<file path="src/rtl/udp_demux_pkg.sv">
// Shared types for the UDP receive-side port demultiplexer.
package udp_demux_pkg;

  localparam int UDP_PORT_WIDTH = 16;

  typedef enum logic [1:0] {
    IDLE,
    FORWARD,
    DROP
  } demux_state_t;

  // UDP RX header as delivered by the IP/UDP stack.
  typedef struct packed {
    logic [31:0]               ip_source_ip;
    logic [31:0]               ip_dest_ip;
    logic [UDP_PORT_WIDTH-1:0] source_port;
    logic [UDP_PORT_WIDTH-1:0] dest_port;
    logic [15:0]               length;
    logic [15:0]               checksum;
  } udp_hdr_t;

endpackage

</file>
<file path="src/rtl/udp_port_match.sv">
// Combinational priority lookup of a destination port in the runtime port
// table; the lowest enabled matching entry wins.
module udp_port_match
  import udp_demux_pkg::*;
#(
  parameter int M_COUNT   = 2,
  parameter int SEL_WIDTH = (M_COUNT > 1) ? $clog2(M_COUNT) : 1
) (
  input  logic [UDP_PORT_WIDTH-1:0]              dest_port,
  input  logic [M_COUNT-1:0][UDP_PORT_WIDTH-1:0] match_port,
  input  logic [M_COUNT-1:0]                     match_enable,
  output logic                                   hit,
  output logic [SEL_WIDTH-1:0]                   index
);

  logic [M_COUNT-1:0] eq;

  for (genvar gi = 0; gi < M_COUNT; gi++) begin : g_cmp
    assign eq[gi] = match_enable[gi] && (match_port[gi] == dest_port);
  end

  // Scan from the top down so the lowest matching index is the last written.
  always_comb begin
    hit   = |eq;
    index = '0;
    for (int i = M_COUNT - 1; i >= 0; i--) begin
      if (eq[i]) index = SEL_WIDTH'(i);
    end
  end

endmodule

</file>
<file path="src/rtl/udp_port_demux.sv">
// Steers each UDP RX packet (header + payload) to one of M_COUNT application
// channels selected by destination port; unmatched packets are consumed and
// counted. Header is registered, payload is a zero-latency pass-through.
module udp_port_demux
  import udp_demux_pkg::*;
#(
  parameter int M_COUNT    = 2,
  parameter int SEL_WIDTH  = (M_COUNT > 1) ? $clog2(M_COUNT) : 1,
  parameter int DATA_WIDTH = 8,
  parameter int KEEP_WIDTH = (DATA_WIDTH + 7) / 8,
  parameter int ID_WIDTH   = 8,
  parameter int DEST_WIDTH = 8,
  parameter int USER_WIDTH = 1
) (
  input  logic                                   clk,
  input  logic                                   reset_n,
  // incoming header
  input  logic                                   rx_hdr_valid,
  output logic                                   rx_hdr_ready,
  input  udp_hdr_t                               rx_hdr,
  // incoming payload
  input  logic [DATA_WIDTH-1:0]                  rx_tdata,
  input  logic [KEEP_WIDTH-1:0]                  rx_tkeep,
  input  logic                                   rx_tvalid,
  output logic                                   rx_tready,
  input  logic                                   rx_tlast,
  input  logic [ID_WIDTH-1:0]                    rx_tid,
  input  logic [DEST_WIDTH-1:0]                  rx_tdest,
  input  logic [USER_WIDTH-1:0]                  rx_tuser,
  // per-channel header
  output logic [M_COUNT-1:0]                     ch_hdr_valid,
  input  logic [M_COUNT-1:0]                     ch_hdr_ready,
  output udp_hdr_t [M_COUNT-1:0]                 ch_hdr,
  // per-channel payload
  output logic [M_COUNT-1:0][DATA_WIDTH-1:0]     ch_tdata,
  output logic [M_COUNT-1:0][KEEP_WIDTH-1:0]     ch_tkeep,
  output logic [M_COUNT-1:0]                     ch_tvalid,
  input  logic [M_COUNT-1:0]                     ch_tready,
  output logic [M_COUNT-1:0]                     ch_tlast,
  output logic [M_COUNT-1:0][ID_WIDTH-1:0]       ch_tid,
  output logic [M_COUNT-1:0][DEST_WIDTH-1:0]     ch_tdest,
  output logic [M_COUNT-1:0][USER_WIDTH-1:0]     ch_tuser,
  // port table
  input  logic [M_COUNT-1:0][UDP_PORT_WIDTH-1:0] match_port,
  input  logic [M_COUNT-1:0]                     match_enable,
  // drop statistics
  output logic                                   drop_pulse,
  output logic [15:0]                            drop_count
);

  if (M_COUNT < 1) begin : g_bad_count
    $error("udp_port_demux: M_COUNT must be at least 1");
  end
  if (KEEP_WIDTH * 8 < DATA_WIDTH) begin : g_bad_keep
    $error("udp_port_demux: KEEP_WIDTH too narrow for DATA_WIDTH");
  end

  demux_state_t         state;
  udp_hdr_t             hdr_q;
  logic [M_COUNT-1:0]   hdr_valid_q;
  logic [SEL_WIDTH-1:0] sel_q;
  logic                 hdr_ready_q;
  logic                 hdr_done;
  logic                 pay_done;
  logic [15:0]          drop_count_q;

  logic                 hit;
  logic [SEL_WIDTH-1:0] hit_index;
  logic [SEL_WIDTH-1:0] sel;
  logic                 hdr_fire;
  logic                 pay_fire;
  logic                 hdr_done_now;
  logic                 pay_done_now;

  udp_port_match #(
    .M_COUNT   (M_COUNT),
    .SEL_WIDTH (SEL_WIDTH)
  ) u_match (
    .dest_port    (rx_hdr.dest_port),
    .match_port   (match_port),
    .match_enable (match_enable),
    .hit          (hit),
    .index        (hit_index)
  );

  // A single channel never needs a stored selection.
  assign sel = (M_COUNT == 1) ? '0 : sel_q;

  // Completion events of the current cycle, folded with those already seen.
  always_comb begin
    hdr_fire     = |(hdr_valid_q & ch_hdr_ready);
    pay_fire     = (state == FORWARD) && rx_tvalid && rx_tready && rx_tlast;
    hdr_done_now = hdr_done | hdr_fire;
    pay_done_now = pay_done | pay_fire;
  end

  assign rx_hdr_ready = hdr_ready_q;
  assign rx_tready    = (state == DROP)    ? 1'b1 :
                        (state == FORWARD) ? ch_tready[sel] : 1'b0;
  assign drop_pulse   = (state == DROP) && rx_tvalid && rx_tlast;
  assign drop_count   = drop_count_q;
  assign ch_hdr_valid = hdr_valid_q;

  for (genvar gi = 0; gi < M_COUNT; gi++) begin : g_chan
    assign ch_hdr[gi]    = hdr_q;
    assign ch_tvalid[gi] = (state == FORWARD) && (sel == SEL_WIDTH'(gi)) && rx_tvalid;
    assign ch_tdata[gi]  = rx_tdata;
    assign ch_tkeep[gi]  = rx_tkeep;
    assign ch_tlast[gi]  = rx_tlast;
    assign ch_tid[gi]    = rx_tid;
    assign ch_tdest[gi]  = rx_tdest;
    assign ch_tuser[gi]  = rx_tuser;
  end

  // Packet FSM: header capture and routing, handoff tracking, drop counting.
  always_ff @(posedge clk or negedge reset_n) begin
    if (!reset_n) begin
      state        <= IDLE;
      hdr_q        <= '0;
      hdr_valid_q  <= '0;
      sel_q        <= '0;
      hdr_ready_q  <= 1'b0;
      hdr_done     <= 1'b0;
      pay_done     <= 1'b0;
      drop_count_q <= '0;
    end else begin
      case (state)
        IDLE: begin
          hdr_ready_q <= 1'b1;
          if (rx_hdr_valid && hdr_ready_q) begin
            hdr_q       <= rx_hdr;
            hdr_ready_q <= 1'b0;
            if (hit) begin
              sel_q       <= hit_index;
              hdr_valid_q <= M_COUNT'(1) << hit_index;
              state       <= FORWARD;
            end else begin
              state <= DROP;
            end
          end
        end
        FORWARD: begin
          if (hdr_fire) begin
            hdr_valid_q <= '0;
            hdr_done    <= 1'b1;
          end
          if (pay_fire) pay_done <= 1'b1;
          if (hdr_done_now && pay_done_now) begin
            hdr_done    <= 1'b0;
            pay_done    <= 1'b0;
            hdr_ready_q <= 1'b1;
            state       <= IDLE;
          end
        end
        DROP: begin
          if (rx_tvalid && rx_tlast) begin
            drop_count_q <= drop_count_q + 16'd1;
            hdr_ready_q  <= 1'b1;
            state        <= IDLE;
          end
        end
        default: state <= IDLE;
      endcase
    end
  end

endmodule

</file>
<file path="config.mk">
export PLATFORM = sky130hd
export DESIGN_NAME = udp_port_demux
export DESIGN_NICKNAME = d
export VERILOG_FILES = /design/src/rtl/udp_demux_pkg.sv /design/src/rtl/udp_port_match.sv /design/src/rtl/udp_port_demux.sv
export SDC_FILE = /design/constraint.sdc
export NUM_CORES = 1
export LEC_CHECK = 0
export ABC_AREA = 1
export CAP_MARGIN = 20
export CORE_AREA = 3 3 208 210
export DETAILED_ROUTE_END_ITERATION = 10
export DIE_AREA = 0 0 211 213
export DONT_BUFFER_PORTS = 1
export PLACE_DENSITY_LB_ADDON = 0.08
export SETUP_SLACK_MARGIN = 0.2
export SLEW_MARGIN = 20
export SYNTH_ARGS = -nofsm -noshare
export SYNTH_HDL_FRONTEND = slang
export SYNTH_SLANG_ARGS = --single-unit
export TNS_END_PERCENT = 1
</file>
<file path="constraint.sdc">
create_clock -name clk -period 3.6 [get_ports clk]
set_clock_uncertainty 0.15 [all_clocks]
set_input_delay 0.36 -clock clk [delete_from_list [all_inputs] [get_ports clk]]
set_output_delay 0.36 -clock clk [all_outputs]
set_load 0.02 [all_outputs]
</file>
Word level (Yosys, flattened, before mapping)

Index checks and enable logic that the tools add are counted.
W data, S select, Z words.

Bits in registers: 152
Output and inout bits: 333

Add/subtract/negate cells: 1
Magnitude comparators: 1
Equality and inequality tests: 9
Shifts and indexed selects: 1
Muxes and demuxes: 23
Bitwise gates (word level): 4
Reductions and logical operators: 29

Operators with widths:

| kind                    | number |
|---|---|
| $eq A16 B16 Y1          | 2 |
| $add A16 B1 Y16 const B | 1 |
| $logic_and A1 B1 Y1     | 14 |
| $mux W2                 | 7 |
| $mux W1                 | 13 |
| $reduce_and A3 Y1       | 3 |
| $reduce_and A2 Y1       | 4 |
| $ne A2 B2 Y1 const B    | 3 |
| $pmux W2 S3             | 1 |
| $reduce_bool A2 Y1      | 3 |
| $ne A2 B1 Y1 const B    | 2 |
| $pmux W2 S2             | 1 |
| $reduce_and A4 Y1       | 1 |
| $reduce_or A2 Y1        | 2 |
| $pmux W1 S3             | 1 |
| $reduce_bool A3 Y1      | 1 |
| $and A2 B2 Y2           | 1 |
| $eq A2 B1 Y1 const B    | 1 |
| $eq A2 B2 Y1 const B    | 1 |
| $logic_not A2 Y1        | 1 |
| $lt A1 B2 Y1 const B    | 1 |
| $or A1 B1 Y1            | 2 |
| $shl A1 B1 Y2 const A   | 1 |
| $not A1 Y1              | 1 |

Depth between registers and ports, before layout

Gate-level depths: netlist of run 1.

Depth after elaboration: 10
Depth in mapped cells: 12
Gate-level depth less buffers: 12

Hierarchy

A second synthesis of run 1 with hierarchy kept.

Cell total of the unflattened synthesis: 1,013
Area, all modules: 8,062.7 µm²

By module, submodules not included:

| module         | instances | cells each | area each (µm²) |
|---|---|---|---|
| udp_port_demux | 1         | 874        | 7,467.2 |
| udp_port_match | 1         | 139        | 595.6 |

Worst setup path after synthesis of run 1

No wires, ideal clock.

Kind: register to register
From: register state[1]
To: register state[1]
Setup time: 128 ps
Data arrival time: 1,542 ps
Slack: 1,780 ps
Stages on the path, launching flop included: 13
Path buffers: 1
Clock period less this slack: 1,820 ps
Cell sequence: dfrtp_1 -> inv_1 -> ha_1 -> buf_4 -> nand3_1 -> nand3b_1 -> nand3_1 -> nand2_1 -> nand2_1 -> nand2_1 -> nand3_1 -> nand2_1 -> o21ai_0

Cells in the longest elaborated chain, start to end: 9
Elaborated cells on any way between the ends: 15
Those cells by class: eq/ne: 5; mux: 3; bitwise: 1; reduce/logical: 6

RTL lines:

| item                                   | RTL line              | source |
|---|---|---|
| start: declaration                     | udp_port_demux.sv:58  | `demux_state_t state;` |
| start signal: assignment               | udp_port_demux.sv:118 | `state <= IDLE;` |
| start signal: assignment               | udp_port_demux.sv:136 | `state <= FORWARD;` |
| start signal: assignment               | udp_port_demux.sv:138 | `state <= DROP;` |
| $eq A2 B1 Y1                           | udp_port_demux.sv:99  | `(state == FORWARD) ? ch_tready[sel] : 1'b0;` |
| $mux W1                                | udp_port_demux.sv:99  |  |
| $mux W1 (*)                            | udp_port_demux.sv:98  | `assign rx_tready = (state == DROP) ? 1'b1 :` |
| named net rx_tready                    | udp_port_demux.sv:25  | `output logic rx_tready,` |
| $logic_and A1 B1 Y1 (*) (2 in a row)   | udp_port_demux.sv:92  | `pay_fire = (state == FORWARD) && rx_tvalid && rx_tready && rx_tlast;` |
| $or A1 B1 Y1 (*)                       | udp_port_demux.sv:94  | `pay_done_now = pay_done \| pay_fire;` |
| $logic_and A1 B1 Y1 (*)                | udp_port_demux.sv:148 | `if (hdr_done_now && pay_done_now) begin` |
| $ne A2 B1 Y1 (no source line) (*)      | n/a                   |  |
| $reduce_and A3 Y1 (no source line) (*) | n/a                   |  |

Mark *: on every way through the listed nets, which the timed path passes. The rest lies on a longest branch.
A chain may end at the register's enable or synchronous reset.

Final worst setup path of run 1

From: register state[1]
To: output port ch_tvalid[1]

Cells in the longest elaborated chain, start to end: 3

RTL lines:

| item                             | RTL line              | source |
|---|---|---|
| $eq A2 B1 Y1                     | udp_port_demux.sv:106 | `assign ch_tvalid[gi] = (state == FORWARD) && (sel == SEL_WIDTH'(gi)) && rx_tvalid;` |
| $logic_and A1 B1 Y1 (2 in a row) | udp_port_demux.sv:106 |  |
| end: declaration                 | udp_port_demux.sv:37  | `output logic [M_COUNT-1:0] ch_tvalid,` |

No other way between the ends.

==> results of run 1 <==
[cells in the final DEF (no fill, tap or decap)]
| master | n |
|---|---|
| nand2_1 | 485 |
| dfrtp_1 | 152 |
| dlygate4sd3_1 | 128 |
| inv_1 | 57 |
| nor2_1 | 36 |
| o21ai_0 | 20 |
| clkbuf_16 | 17 |
| nand3_1 | 14 |
| xnor2_1 | 12 |
| xor2_1 | 10 |
| nor2_4 | 7 |
| nand3b_1 | 5 |
| ha_1 | 5 |
| clkbuf_8 | 5 |
| nand4_1 | 4 |
| nand2_4 | 3 |
| nor3_1 | 3 |
| nand3_2 | 3 |
| a21oi_1 | 3 |
| inv_6 | 3 |
| or2_2 | 2 |
| a21boi_0 | 2 |
| clkinvlp_4 | 2 |
| clkinv_2 | 2 |
| bufinv_16 | 2 |
| buf_12 | 2 |
| inv_2 | 1 |
| inv_4 | 1 |
| nor3b_1 | 1 |
| and3b_1 | 1 |
| a22o_1 | 1 |
| nor3_2 | 1 |
| nor3_4 | 1 |
| nand2_2 | 1 |
| buf_4 | 1 |
[flip-flops by register name (all words and copies together) (netlist names)]
register	count
state	2
pay_done	1
rx_hdr_ready	1
ch_hdr	128
sel	1
ch_hdr_valid	2
hdr_done	1
drop_count	16
[routing by layer]
layer  vias up  wire length (um)  GRT usage
li1       2845                 -          -
met1      2738             11400      0.144
met2       267             13400      0.199
met3        54              2010     0.0436
met4         0               723     0.0607
met5         -                 0          0
[worst max-delay path, cell delays in order (launching register included)]
cell	delay, ns
dfrtp_1	0.41
inv_1	0.09
ha_1	0.35
inv_1	0.14
nor3_1	0.57
[through the flow]
| stage | power (mW) | std cells | instance area, um2 | hold slack, ns | util |
|---|---|---|---|---|---|
| 2_1_floorplan | 6.81 | 1041 | 8210 | -0.0856 | - |
| 3_3_place_gp | 6.52 | 1373 | 7450 | -0.0810 | 0.178 |
| 3_5_place_dp | 6.52 | 1373 | 7450 | -0.0816 | 0.178 |
| 4_1_cts | 8.66 | 1532 | 9340 | -0.630 | 0.224 |
| 5_1_grt | 9.03 | 1532 | 9340 | -0.606 | 0.224 |
| 6_report | 8.43 | 1532 | 9340 | -0.563 | 0.224 |
[logic make-up after synthesis]
kind of cell | after synthesis | share of synthesized area
fa+ha+maj | 5 | 0.00762
flops | 152 | 0.463
simple gates | 567 | 0.280
compound gates | 26 | 0.0169
buf+inv | 269 | 0.209
xor+xnor | 22 | 0.0235
[power by group through the flow]
stage,combinational [mW],clock (mW),sequential (mW)
6_report,1.42,1.92,5.09
5_1_grt,1.70,2.08,5.25
4_1_cts,1.48,2.05,5.13
3_5_place_dp,1.35,0,5.17
3_3_place_gp,1.34,0,5.18
2_1_floorplan,2.97,0,3.84
[area by class of cell]
cell class              count  area, um2
well taps                 539        674
inverters                  59        224
repair buffers            131       1330
flip-flops and latches    152       3800
fillers                  4627      32400
clock buffers              22        494
clock inverters             9        111
multi-input cells         620       2700
[worst paths after layout]
| path | startpoint | to | slack (ns) |
|---|---|---|---|
| max in group asynchronous | reset_n | ch_hdr[43]$_DFFE_PN0P_ | 3.61 |
| setup reg to reg | state[1]$_DFFE_PN0P_ | state[1]$_DFFE_PN0P_ | 1.47 |
| setup / recovery | state[1]$_DFFE_PN0P_ | ch_tvalid[1] | 1.06 |
| min in group clk | rx_tlast | drop_count[0]$_DFFE_PN0P_ | 0.08 |
| hold / removal | reset_n | ch_hdr[65]$_DFFE_PN0P_ | -0.56 |
| hold reg to reg | state[0]$_DFFE_PN0P_ | state[0]$_DFFE_PN0P_ | 0.40 |
==> results.md, run 1 <==
* Status: complete, but fails checks
* Failing checks: negative hold slack
* Mapped Nets at 1243
* Critical path class: reg2out
* Cts hold-fix bufs at 128
* Synth area leader: dfrtp_1
* P&R area growth vs syn at 13.7%
* Routed Antenna Nets at 0
* Seq pwr share at 0.604
* Vias/cell at just under 4
* Final nets at 1183
* Top post-synthesis cells by area: dfrtp_1 (46%), nand2_1 (22%), buf_4 (17%), inv_1 (2.6%), nor2_1 (1.6%)
* Tcrit/Tclk final at 0.705
* CP Launch Type: register
* Setup TNS at 0 ns
* Detailed Routing Iterations Pass 1 at 4
* RSZ-0062 raised after global routing: no
* Core region area at around 42000 um2
* Yosys warns at 0
* First-pass GRT wire length at 40600 um
* I/O Buffers at 0
* Worst Path Required at 3.09 ns
* CTS tree: yes
* Power share of the clock group at 0.228
* Slew @ Worst Pin at approximately 0.64 ns
* Vias in the first global route at 6238
* # IOs at 530
* Worst Reg2Reg Path Length in Cells at 11
* Die ar. at approximately 45000 um2
* Setup Buffers After CTS at 0
* Clock Latency Late Sink at 0.47 ns
* Clock transition at path regs at 0.07 ns
* Top_reg_cell synth: dfrtp_1
* Share of the synthesized area in the top cell type at 0.463
* Seq cells post-synth at 152
* Final worst path period need at 2.54 ns
* F_max at 394 MHz
* Place WS at roughly 1.4 ns
* Hold Slack at -0.563 ns
* DR WL/cell at 18.0 um
* RePlAce Congestion at 0.704
* Post-Synthesis Cell Area at 8210 um2
* Cell variety after synth at 29
* Max-cap viol count at 0
* Hold crit path type: in2async
* 1st-iter DRT viols at 345
* Clock Tree Root: clkbuf_16
* Most common cell in the synthesized netlist: nand2_1
* Number of buffers created by CTS at 17
* Gr ovfl total at 0
* Internal at 4.04 mW
* Switching share of total power at 0.520
* Post-synthesis cell count at 1041
* Cts repair resizes at 0
* # H-tree levels at 4
* Post-synth top cells: nand2_1 (485), buf_4 (183), dfrtp_1 (152), inv_1 (57), nor2_1 (36)
* Setup ws final at 1.06 ns
* DRC at 0
* Hold Vio Cnt, Final at 152
* Gr usage total at 0.123
* Dpl hpwl at 19600 um
* Final setup vio count at 0
* Slew HR at 0.571
* Static leakage at 4.78 nW
* Async S/R FF share, synth at 1.00
* Initial antenna violation count at 0
* Share of cells above drive strength 1 at 0.0544
* Antenna Cells at 0
* Crit-path max FO at 10
* Pwr dens at 903 nW/um2
* Clock buffer depth at 2
* Sink Count at between 150 and 200
* Seq/Total Area, Yosys at 0.463
* Setup crit end kind: output pin
* Die Span Y at between 200 and 250 um
* Psw at 4.38 mW
* Arr. time, crit path at 2.03 ns
* Peak supply drop at around 0.29 mV
* Routed wire length at 27500 um
* Initial Util at 0.197
* Row cnt at 75
* EDFF count, synth at 0
* Via count at 5904
* Part of the power in combinational logic at 0.168
* Fin. max-slew vios at 0
* Largest net degree at the start of global routing at around 150
* Chip width at 211 um
* Avg Cell Area, Syn at 7.89 um2
No activity file was read; power rests on OpenSTA's default activity.
==> inputs of run 2 (changes only) <==
Clock period 3.6 ns to 2.4 ns, I/O delays scaled along.
==> results.md, run 2 (synthesized netlist as in run 1, its figures left out) <==
* Status: complete, but fails checks
* Failing checks: negative hold slack
* Row cnt at 75 (unchanged)
* Most common cell after layout, fill and taps aside: nand2_1
* Number of buffers created by CTS at 17 (unchanged)
* Largest net degree at the start of global routing at 153 (unchanged)
* Setup Buffers After CTS at 0 (unchanged)
* Most frequent cells in the layout: nand2_1 (485), dfrtp_1 (152), dlygate4sd3_1 (135)
* Clock Latency Late Sink at 0.47 ns (about the same)
* Internal at 6.00 mW (+48%)
* Setup crit end kind: output pin
* Die ar. at 44900 um2 (unchanged)
* Final setup vio count at 0 (unchanged)
* # H-tree levels at 4 (unchanged)
* Detailed Routing Iterations Pass 1 at 6 (+2)
* Static leakage at 4.81 nW (+0.62%)
* CP Launch Type: register
* Initial Util at 0.197 (unchanged)
* RSZ-0062 raised after global routing: yes
* Crit-path max FO at 6 (-4)
* Hold Slack at -0.691 ns (-0.128 ns)
* 1st-iter DRT viols at 338 (-2.0%)
* Vias/cell at 3.84 (-0.40%)
* Peak supply drop at 0.394 mV (+37%)
* Share of cells above drive strength 1 at 0.0577 (+0.00327)
* Via count at 5930 (+0.44%)
* Setup ws final at 0.303 ns (-0.757 ns)
* # fillers at 4673 (+0.99%)
* Initial antenna violation count at 0 (unchanged)
* Sink Count at 152 (unchanged)
* Core region area at 41800 um2 (unchanged)
* Max FFs per register at 128 (unchanged)
* Arr. time, crit path at 1.71 ns (-0.32 ns)
* DRC at 0 (unchanged)
* Worst Path Required at 2.01 ns (-1.08 ns)
* Routed wire length at 27700 um (+0.51%)
* Gr usage total at 0.123 (+0.000336)
* Part of the power in combinational logic at 0.174 (+0.006)
* Clock buffer depth at 2 (unchanged)
* Psw at 6.58 mW (+50%)
* Setup TNS at 0 ns (unchanged)
* FF-to-FF End: ch_hdr[47]$_DFFE_PN0P_
* Clock Tree Root: clkbuf_16
* Power share of the clock group at 0.220 (-0.008)
* CTS tree: yes
* RR Startpoint: state[0]$_DFFE_PN0P_
* Max-cap viol count at 0 (unchanged)
* Seq pwr share at 0.606 (+0.002)
* Tot Pwr at 12.6 mW (+49%)
* RePlAce Congestion at 0.739 (+4.9%)
* F_max at about 480 MHz
* DR WL/cell at 17.9 um (-0.34%)
* Pwr dens at 1330 nW/um2 (+48%)
* Final nets at 1195 (+1.0%)
* Final worst path period need at 2.10 ns
* # IOs at 530 (unchanged)
* Antenna Cells at 0 (unchanged)
* I/O Buffers at 0 (unchanged)
* Worst Reg2Reg Path Length in Cells at 8 (-3)
* Chip width at 211 um (unchanged)
* Die Span Y at 213 um (unchanged)
* R2r setup slk at 0.48 ns (-0.99 ns)
* First-pass GRT wire length at 40600 um (-0.12%)
* Gr ovfl total at 0 (unchanged)
* Slew @ Worst Pin at 0.591 ns (-0.0480 ns)
* Tcrit/Tclk final at 0.874
* Hold crit path type: in2async
* Place WS at 0.274 ns (-1.16 ns)
* Cts hold-fix bufs at 135 (+5.5%)
* Clock transition at path regs at 0.07 ns (about the same)
* Hold Vio Cnt, Final at 152 (unchanged)
* Critical path class: reg2out
* P&R area growth vs syn at 14.9%
* Fin. max-slew vios at 0 (unchanged)
* Vias in the first global route at 6133 (-1.7%)
* Dpl hpwl at 19700 um (+0.64%)
* Switching share of total power at 0.523 (+0.00290)
* Slew HR at 0.606 (+0.0352)
* Routed Antenna Nets at 0 (unchanged)
==> run 2: cell count changes in the layout (fill, tap and decap cells not counted), sizes merged <==
cell	previous run	this run
buf	3	8
dlygate4sd3	128	135
clkinvlp	2	3
clkinv	2	3
inv	62	61
==> run 2: area by class of cell <==
cell class                 count  area [um2]  share of cell area
clock inverter                10         119              0.0126
tap                          539         674              0.0715
clock buffer                  22         454              0.0481
sequential                   152        3800               0.403
timing repair buffer         143        1450               0.154
inverter                      59         224              0.0237
multi-input combinational    620        2710               0.287
==> run 2: worst max-delay path by stage <==
stage          slack (ns)            startpoint  cells after the start                      to
2_1_floorplan        0.58  state[1]$_DFFE_PN0P_                     12    state[1]$_DFFE_PN0P_
3_3_place_gp         0.30  state[0]$_DFFE_PN0P_                      7  ch_hdr[44]$_DFFE_PN0P_
3_5_place_dp         0.27  state[0]$_DFFE_PN0P_                      7  ch_hdr[47]$_DFFE_PN0P_
4_1_cts              0.22  state[1]$_DFFE_PN0P_                      5            ch_tvalid[1]
5_1_grt              0.13  state[1]$_DFFE_PN0P_                      5            ch_tvalid[1]
6_report             0.30  state[1]$_DFFE_PN0P_                      5            ch_tvalid[1]
==> run 2: power by group through the flow <==
stage	Clock, mW	Sequential (mW)	Combinational [mW]
finish	2.77	7.62	2.18
global route	3.03	7.87	2.58
detailed placement	0	7.76	2.05
floorplan	0	5.76	4.46
CTS	2.96	7.70	2.25
global placement	0	7.77	2.03
==> run 2: through the flow <==
step                instances   util  instance area (um2)
finish                   1545  0.226                 9440
global route             1545  0.226                 9440
CTS                      1545  0.226                 9430
detailed placement       1378  0.180                 7500
global placement         1378  0.180                 7500
floorplan                1041      -                 8210
==> run 2: routing by layer <==
metal	routed length, um	share of wire	vias to the layer above	GRT usage
li1	-	-	2875	-
met2	13600	0.49	239	0.203
met3	2010	0.073	49	0.0457
met4	618	0.022	0	0.0545
met5	0	0	-	0
met1	11400	0.41	2767	0.143
==> run 2: repair_timing <==
action	in CTS	in global routing
hold endpoints to repair	289	152
gates resized for setup	2	1
setup endpoints to repair	2	61
==> run 2: worst max-delay path, stage by stage (launching register included) <==
cell,delay [ns]
dfrtp_1,0.41
inv_1,0.09
ha_2,0.25
inv_1,0.12
nor3_1,0.20
buf_4,0.17
